### config.mk
export PLATFORM = sky130hd
export DESIGN_NAME = pwm_symbol_sequencer
export DESIGN_NICKNAME = d
export VERILOG_FILES = /design/src/rtl/pwm_symbol_sequencer.sv
export SDC_FILE = /design/constraint.sdc
export NUM_CORES = 1
export LEC_CHECK = 0
export ABC_AREA = 1
export CAP_MARGIN = 5
export CORE_MARGIN = 4
export CORE_UTILIZATION = 52
export DETAILED_ROUTE_END_ITERATION = 12
export GPL_TIMING_DRIVEN = 0
export PLACE_DENSITY = 0.78
export SLEW_MARGIN = 20
export SYNTH_ARGS = -nofsm -noshare
export SYNTH_HDL_FRONTEND = slang
export SYNTH_SLANG_ARGS = --single-unit
### constraint.sdc
create_clock -name clock -period 2.8 [get_ports clock]
set_clock_uncertainty 0.1 [all_clocks]
set_input_delay 0.42 -clock clock [delete_from_list [all_inputs] [get_ports clock]]
set_output_delay 0.42 -clock clock [all_outputs]
set_load 0.02 [all_outputs]
### src/rtl/pwm_symbol_sequencer.sv
// pwm_symbol_sequencer
// Frame-level control for the PWM symbol decoder: qualifies pulses on the
// baseband sample stream, gates the decoder counter, waits out the decoder
// latency, captures each decoded symbol and hands it downstream on a
// valid/ready interface. All outputs come straight from flops.
module pwm_symbol_sequencer #(
  parameter int FRAME_LEN   = 4,
  parameter int MIN_GAP     = 4,
  parameter int MAX_WIDTH   = 255,
  parameter int DEC_LATENCY = 2
) (
  input  logic        clock,
  input  logic        reset,
  input  logic        start,
  input  logic [15:0] ref_in,
  input  logic [15:0] data_in,
  input  logic [7:0]  decoded_symbol,
  output logic        enable_counter,
  output logic        counter_clear,
  output logic [7:0]  sym_out,
  output logic        sym_valid,
  input  logic        sym_ready,
  output logic [7:0]  sym_index,
  output logic        frame_done,
  output logic        timeout_err,
  output logic        busy
);

  localparam logic [7:0]  LAST_IDX_C  = 8'(FRAME_LEN - 1);
  localparam logic [7:0]  MIN_GAP_C   = 8'(MIN_GAP);
  localparam logic [15:0] MAX_WIDTH_C = 16'(MAX_WIDTH);
  localparam logic [3:0]  LAT_LAST_C  = 4'(DEC_LATENCY - 1);

  typedef enum logic [2:0] {
    IDLE   = 3'd0,
    CLEAR  = 3'd1,
    ARM    = 3'd2,
    COUNT  = 3'd3,
    LATCH  = 3'd4,
    OUTPUT = 3'd5
  } state_t;

  state_t      state_r, state_next_s;
  logic [15:0] data_q_r;
  logic [7:0]  gap_cnt_r, gap_cnt_next_s;
  logic [15:0] width_cnt_r, width_cnt_next_s;
  logic [3:0]  wait_cnt_r, wait_cnt_next_s;
  logic [7:0]  sym_out_r, sym_out_next_s;
  logic [7:0]  sym_index_r, sym_index_next_s;
  logic        timeout_err_r, timeout_err_next_s;
  logic        frame_done_r, frame_done_next_s;
  logic        enable_counter_r, counter_clear_r, sym_valid_r, busy_r;
  logic        hi_s;

  // Signed threshold compare on the registered sample; equality counts as low.
  assign hi_s = ($signed(data_q_r) > $signed(ref_in));

  // State register.
  always_ff @(posedge clock or posedge reset) begin
    if (reset) begin
      state_r <= IDLE;
    end else begin
      state_r <= state_next_s;
    end
  end

  // Next-state and datapath next values; everything holds unless a rule fires.
  always_comb begin
    state_next_s       = state_r;
    gap_cnt_next_s     = gap_cnt_r;
    width_cnt_next_s   = width_cnt_r;
    wait_cnt_next_s    = wait_cnt_r;
    sym_out_next_s     = sym_out_r;
    sym_index_next_s   = sym_index_r;
    timeout_err_next_s = timeout_err_r;
    frame_done_next_s  = 1'b0;
    case (state_r)
      IDLE: begin
        if (start) begin
          sym_index_next_s   = 8'd0;
          timeout_err_next_s = 1'b0;
          state_next_s       = CLEAR;
        end else begin
          state_next_s = IDLE;
        end
      end
      CLEAR: begin
        gap_cnt_next_s = 8'd0;
        state_next_s   = ARM;
      end
      ARM: begin
        if (!hi_s) begin
          if (gap_cnt_r < MIN_GAP_C) begin
            gap_cnt_next_s = gap_cnt_r + 8'd1;
          end else begin
            gap_cnt_next_s = gap_cnt_r;
          end
        end else if (gap_cnt_r == MIN_GAP_C) begin
          width_cnt_next_s = 16'd1;
          state_next_s     = COUNT;
        end else begin
          gap_cnt_next_s = 8'd0;
        end
      end
      COUNT: begin
        if (hi_s) begin
          if (width_cnt_r < MAX_WIDTH_C) begin
            width_cnt_next_s = width_cnt_r + 16'd1;
          end else begin
            // Pulse too long: abandon the frame, keep sym_index where it is.
            timeout_err_next_s = 1'b1;
            state_next_s       = IDLE;
          end
        end else begin
          wait_cnt_next_s = 4'd0;
          state_next_s    = LATCH;
        end
      end
      LATCH: begin
        wait_cnt_next_s = wait_cnt_r + 4'd1;
        if (wait_cnt_r == LAT_LAST_C) begin
          sym_out_next_s = decoded_symbol;
          state_next_s   = OUTPUT;
        end else begin
          state_next_s = LATCH;
        end
      end
      OUTPUT: begin
        if (sym_ready) begin
          if (sym_index_r == LAST_IDX_C) begin
            frame_done_next_s = 1'b1;
            state_next_s      = IDLE;
          end else begin
            sym_index_next_s = sym_index_r + 8'd1;
            state_next_s     = CLEAR;
          end
        end else begin
          state_next_s = OUTPUT;
        end
      end
      default: begin
        state_next_s = IDLE;
      end
    endcase
  end

  // Datapath registers and flopped Moore outputs (decoded from next state so
  // they line up with the state register).
  always_ff @(posedge clock or posedge reset) begin
    if (reset) begin
      data_q_r         <= 16'd0;
      gap_cnt_r        <= 8'd0;
      width_cnt_r      <= 16'd0;
      wait_cnt_r       <= 4'd0;
      sym_out_r        <= 8'd0;
      sym_index_r      <= 8'd0;
      timeout_err_r    <= 1'b0;
      frame_done_r     <= 1'b0;
      enable_counter_r <= 1'b0;
      counter_clear_r  <= 1'b0;
      sym_valid_r      <= 1'b0;
      busy_r           <= 1'b0;
    end else begin
      data_q_r         <= data_in;
      gap_cnt_r        <= gap_cnt_next_s;
      width_cnt_r      <= width_cnt_next_s;
      wait_cnt_r       <= wait_cnt_next_s;
      sym_out_r        <= sym_out_next_s;
      sym_index_r      <= sym_index_next_s;
      timeout_err_r    <= timeout_err_next_s;
      frame_done_r     <= frame_done_next_s;
      enable_counter_r <= (state_next_s == COUNT);
      counter_clear_r  <= (state_next_s == CLEAR);
      sym_valid_r      <= (state_next_s == OUTPUT);
      busy_r           <= (state_next_s != IDLE);
    end
  end

  assign enable_counter = enable_counter_r;
  assign counter_clear  = counter_clear_r;
  assign sym_out        = sym_out_r;
  assign sym_valid      = sym_valid_r;
  assign sym_index      = sym_index_r;
  assign frame_done     = frame_done_r;
  assign timeout_err    = timeout_err_r;
  assign busy           = busy_r;

endmodule
# After elaboration in Yosys (flattened, before gate mapping)
# Index checks and enable logic that the tools add are counted.
# classes
eq_ne	22
n_reduce_logical	13
n_mux	31
n_lt_le_gt_ge	3
addsub	4
# op_table
operator	count
16-bit two-way mux	4
8-bit two-way mux	6
16-bit one-hot mux with 2 select lines	1
8-bit one-hot mux with 2 select lines	2
2-bit inequality test (second input constant)	9
3-bit one-hot mux with 6 select lines	1
16-bit by 1-bit adder with 16-bit output (second input constant)	1
8-bit by 1-bit adder with 8-bit output (second input constant)	2
16-bit greater-than comparator	1
16-bit by 8-bit < comparator with 1-bit output (second input constant)	1
3-bit two-way mux	5
2-bit nonzero test	5
3-bit by 2-bit equality test with 1-bit output (second input constant)	3
3-bit equality test (second input constant)	3
1-bit two-way mux	9
8-bit by 2-bit equality test with 1-bit output (second input constant)	1
8-bit by 3-bit equality test with 1-bit output (second input constant)	1
8-bit by 3-bit < comparator with 1-bit output (second input constant)	1
4-bit one-hot mux with 2 select lines	1
4-bit AND reduction	2
3-bit by 1-bit equality test with 1-bit output (second input constant)	2
3-bit inequality test (second input constant)	2
5-bit AND reduction	1
4-bit by 1-bit adder with 4-bit output (second input constant)	1
7 further kinds	8
# word_totals
register_bits	69
in_bits	44
elab_cells	86
output_inout_bits	22

# Logic depth before layout (Yosys ltp)
# logic_depth
ltp_word	5
depth_mapped	18
depth_no_buf	18

# Worst setup path before layout
# No wires, ideal clock.
# synth_timing
path_type	input -> register
startpoint	input port ref_in[15]
endpoint	register gap_cnt_r[3]
path_slack_ns	0.725
cell_stages	12
setup_time_ns	0.118
arrival_ns	1.857
required_ns	2.582
cell_sequence	inv_1 -> ha_1 -> a21oi_1 -> o21ai_0 -> a21oi_1 -> nand3_1 -> nand3_2 -> nand2_1 -> nand3_2 -> nand2_2 -> inv_2 -> nor2_1
# synth_between
elab_chain_len	3
elab_cells_between_ends	6
# synth_lines
element	line	source
start: declaration	15	input logic [15:0] ref_in,
16-bit greater-than comparator *	56	assign hi_s = ($signed(data_q_r) > $signed(ref_in));
3-bit inequality test (no line) or 8-bit two-way mux (tied branches)	--	
3-bit AND reduction (no line) or 8-bit one-hot mux with 2 select lines (tied branches)	--	
end signal: assignment	165	gap_cnt_r <= gap_cnt_next_s;
end: declaration	45	logic [7:0] gap_cnt_r, gap_cnt_next_s;
# Mark *: on every way between the ends. The rest lies on a longest branch, timed or not.
# A chain may end at the register's enable or synchronous reset.

# Worst setup path in the final report
# Same ends and word-level chain as after synthesis.

==> qor.csv <==
stage,metric,value,unit
placed_design,dpl_worst_slack,-0.0498,ns
clock_tree,cts.clk_slew.worst_paths,0.08,ns
clock_tree,cts_inserted_buffers,9,
global_routing,grt_max_degree,54,
worst_setup_path,timing.setup.critical_path_class,input port to flop,
yosys,synth-xor-area-share,0.0228,
placed_design,port_buffers,65,
route,routed_via_density,5.05,
yosys,largest_family_of_logic_cells_by_synthesized_area,simple AND/OR/NAND/NOR gates,
worst_setup_path,cp-start-kind,input port,
timing,final-max-slew-violation-count,0,
run_status,outcome,"complete, no violations",
job,max_cap_violations,0,
yosys,synth_simple_gate_area_share,0.288,
yosys,mappedNetlistArea,3460,sq um
worst_setup_path,required,2.97,ns
route,initialDrtViolationCount,158,
clock_tree,cts_sinks,69,
route,dr_total_vias,2778,
worst_setup_path,critical_path.endpoint_type,flop,
layout,n_antenna_cell,0,
timing,maxClockFrequency,401,MHz
timing,max-slew-margin-rel,0.672,
yosys,synth_compound_gate_area_share,0.0390,
clock_tree,clock_tree.root_cell,sky130_fd_sc_hd__clkbuf_8,
clock_tree,number_of_gates_resized_after_cts,0,
route,drt-total-wl,7000,microns
timing,grt_setup_unrepaired,no,
die,die_area,8020,sq um
global_routing,grt_pass1_vias,2753,
die,core_area,6420,sq um
clock_tree,post_cts_repair_setup_buffers,0,
yosys,post-synth-top-area-fraction,0.499,
power_and_ir_drop,peak_ir_drop_on_the_vdd_network,0.000458,V
worst_setup_path,critical_path.max_fanout,9,
route,ant_nets,0,
route,wire_per_inst,12.7,microns
clock_tree,postCtsHoldBufs,0,
die,start_util,0.539,
power_and_ir_drop,totalPowerFinal,0.00322,W
layout,final_cell_mix,"sky130_fd_sc_hd__nand2_1, sky130_fd_sc_hd__dfrtp_1, sky130_fd_sc_hd__clkdlybuf4s50_1",
timing,fin_crit_sh,0.891,
yosys,ys_types,30,
route,drt_pre_antenna_iters,4,
global_routing,initial_antenna_violation_count,0,
power_and_ir_drop,powerDensity,726,nW/um^2
clock_tree,cts_tree,yes,
die,die_height,89.6,microns
layout,final_nets,534,
power_and_ir_drop,leakagePower,2.18,nW
timing,finalSetupViolCount,0,
timing,timing_hold_violations_final,0,
global_routing,overflow_left_after_global_routing,0,
yosys,synthesis.instances,391,
min_path,worst_hold_path_type,input port to asynchronous set/reset pin,
die,standard_cell_row_count,29,
placed_design,gp_congestion,0.818,
route,drc,0,
timing,worst_slack,0.304,ns
yosys,synth-seq-cells,69,
global_routing,grt_usage,0.201,
layout,flow.area_growth_from_synthesis,28.2,%
worst_setup_path,crit_arrival,2.67,ns
layout,final_util,0.691,
yosys,adder_and_majority_gate_portion_of_the_synthesized_area,0.0795,
timing,final_period_minus_worst_setup_slack,2.50,ns
timing,worst-slew-pin-transition,0.490,ns
yosys,synth_area_leaders,"sky130_fd_sc_hd__dfrtp_1, sky130_fd_sc_hd__nand2_1, sky130_fd_sc_hd__ha_1",
global_routing,first_pass_grt_wire_length,12400,microns
yosys,yosys.area.top_type,sky130_fd_sc_hd__dfrtp_1,
layout,most_common_cell_after_layout_fill_and_taps_aside,sky130_fd_sc_hd__nand2_1,
clock_tree,cts.htree.levels,3,
layout,final_layout_size_suffix_gt1_frac,0.104,
yosys,post_synth_net_total,457,
die,floorplan.die.width,89.6,microns
yosys,yosys_warnings,0,
yosys,fraction_of_the_yosys_area_taken_by_sequential_cells,0.499,
yosys,muxShareOfSynthArea,0,
clock_tree,clk_lat_worst_skew,0.35,ns
clock_tree,max-clock-path-buffers,2,
placed_design,detailedPlacementHpwl,5320,microns
yosys,postSynthAreaPerCell,8.85,sq um
die,floorplan.io_pins,66,
==> area by class of cell <==
type / instances / area, sq um
Fill cell: 508 / 1980
Sequential cell: 69 / 1730
Multi-Input combinational cell: 256 / 1490
Timing Repair Buffer: 66 / 678
Inverter: 66 / 250
Clock buffer: 10 / 138
Tap cell: 77 / 96.3
Clock inverter: 6 / 62.6
==> per-layer routing <==
metal  global-route usage  share of wire
met1                0.249           0.44
met2                0.327           0.48
met5                    0              0
met3               0.0666          0.062
met4               0.0731          0.016
==> cells in the mapped netlist, drive strengths merged <==
cell     n
o21a     1
xor2     7
o22ai    2
nand4   16
inv     66
nor4     3
nor2    48
nand3b   1
o21ai    7
dfrtp   69
nor3    12
ha      22
xnor2    2
nand2   91
a21o     1
nand3   28
o31ai    1
and3     1
a21oi   13
==> registers in the layout, summed over array words and instances (netlist names), 3 cells and up <==
name and count:
data_q_r 16, state_r 3, wait_cnt_r 4, sym_out 8, gap_cnt_r 8, sym_index 8
width_cnt_r 16
==> worst max-delay path: stages <==
cell	delay, ns
sky130_fd_sc_hd__clkdlybuf4s50_1	0.46
sky130_fd_sc_hd__inv_1	0.04
sky130_fd_sc_hd__ha_1	0.33
sky130_fd_sc_hd__a21oi_1	0.15
sky130_fd_sc_hd__o21ai_0	0.10
sky130_fd_sc_hd__a21oi_1	0.18
sky130_fd_sc_hd__nand2_1	0.07
sky130_fd_sc_hd__nand2_1	0.10
sky130_fd_sc_hd__nand3_2	0.18
sky130_fd_sc_hd__nand2_1	0.20
sky130_fd_sc_hd__nand3_2	0.13
sky130_fd_sc_hd__nand2_2	0.12
sky130_fd_sc_hd__inv_2	0.09
sky130_fd_sc_hd__nor2_1	0.10
==> kinds of logic (layout without fill, tap and decap cells) <==
family	count (synthesis)	count (layout)
DFF	69	69
adders and majority gates	22	22
AOI/OAI and AO/OA	25	25
xor gates and xnor gates	9	9
buffers and inverters	66	148
and+or+nand+nor	200	200
==> power by group <==
group / total, W / switching (W) / internal (W) / leakage (nW)
registers: 0.00128 / 0.000114 / 0.00117 / 0.880
clock network: 0.000815 / 0.000383 / 0.000432 / 0.0943
logic: 0.00113 / 0.000700 / 0.000428 / 1.20
total: 0.00322 / 0.00120 / 0.00203 / 2.18
==> metrics by stage <==
step	setup TNS [ns]	cells	cell area [sq um]	hold WS, ns
3_5_place_dp	-0.293	534	4240	0.365
4_1_cts	0	550	4440	0.248
3_3_place_gp	-43.97	533	4210	0.362
6_report	0	550	4440	0.259
5_1_grt	0	550	4440	0.262
2_1_floorplan	0	391	3460	0.351
==> worst paths after layout <==
check	from	end	slack [ns]	cells past startpoint
setup reg to reg	data_q_r[15]	gap_cnt_r[3]	0.52	11
hold / removal	reset	frame_done	0.26	2
min in group clock	sym_out[4]	sym_out[4]	0.39	2
max in group asynchronous	reset	gap_cnt_r[6]	1.81	3
setup / recovery	ref_in[15]	gap_cnt_r[3]	0.30	14
hold reg to reg	sym_out[4]	sym_out[4]	0.39	2
(Power assumes the default switching activity.)
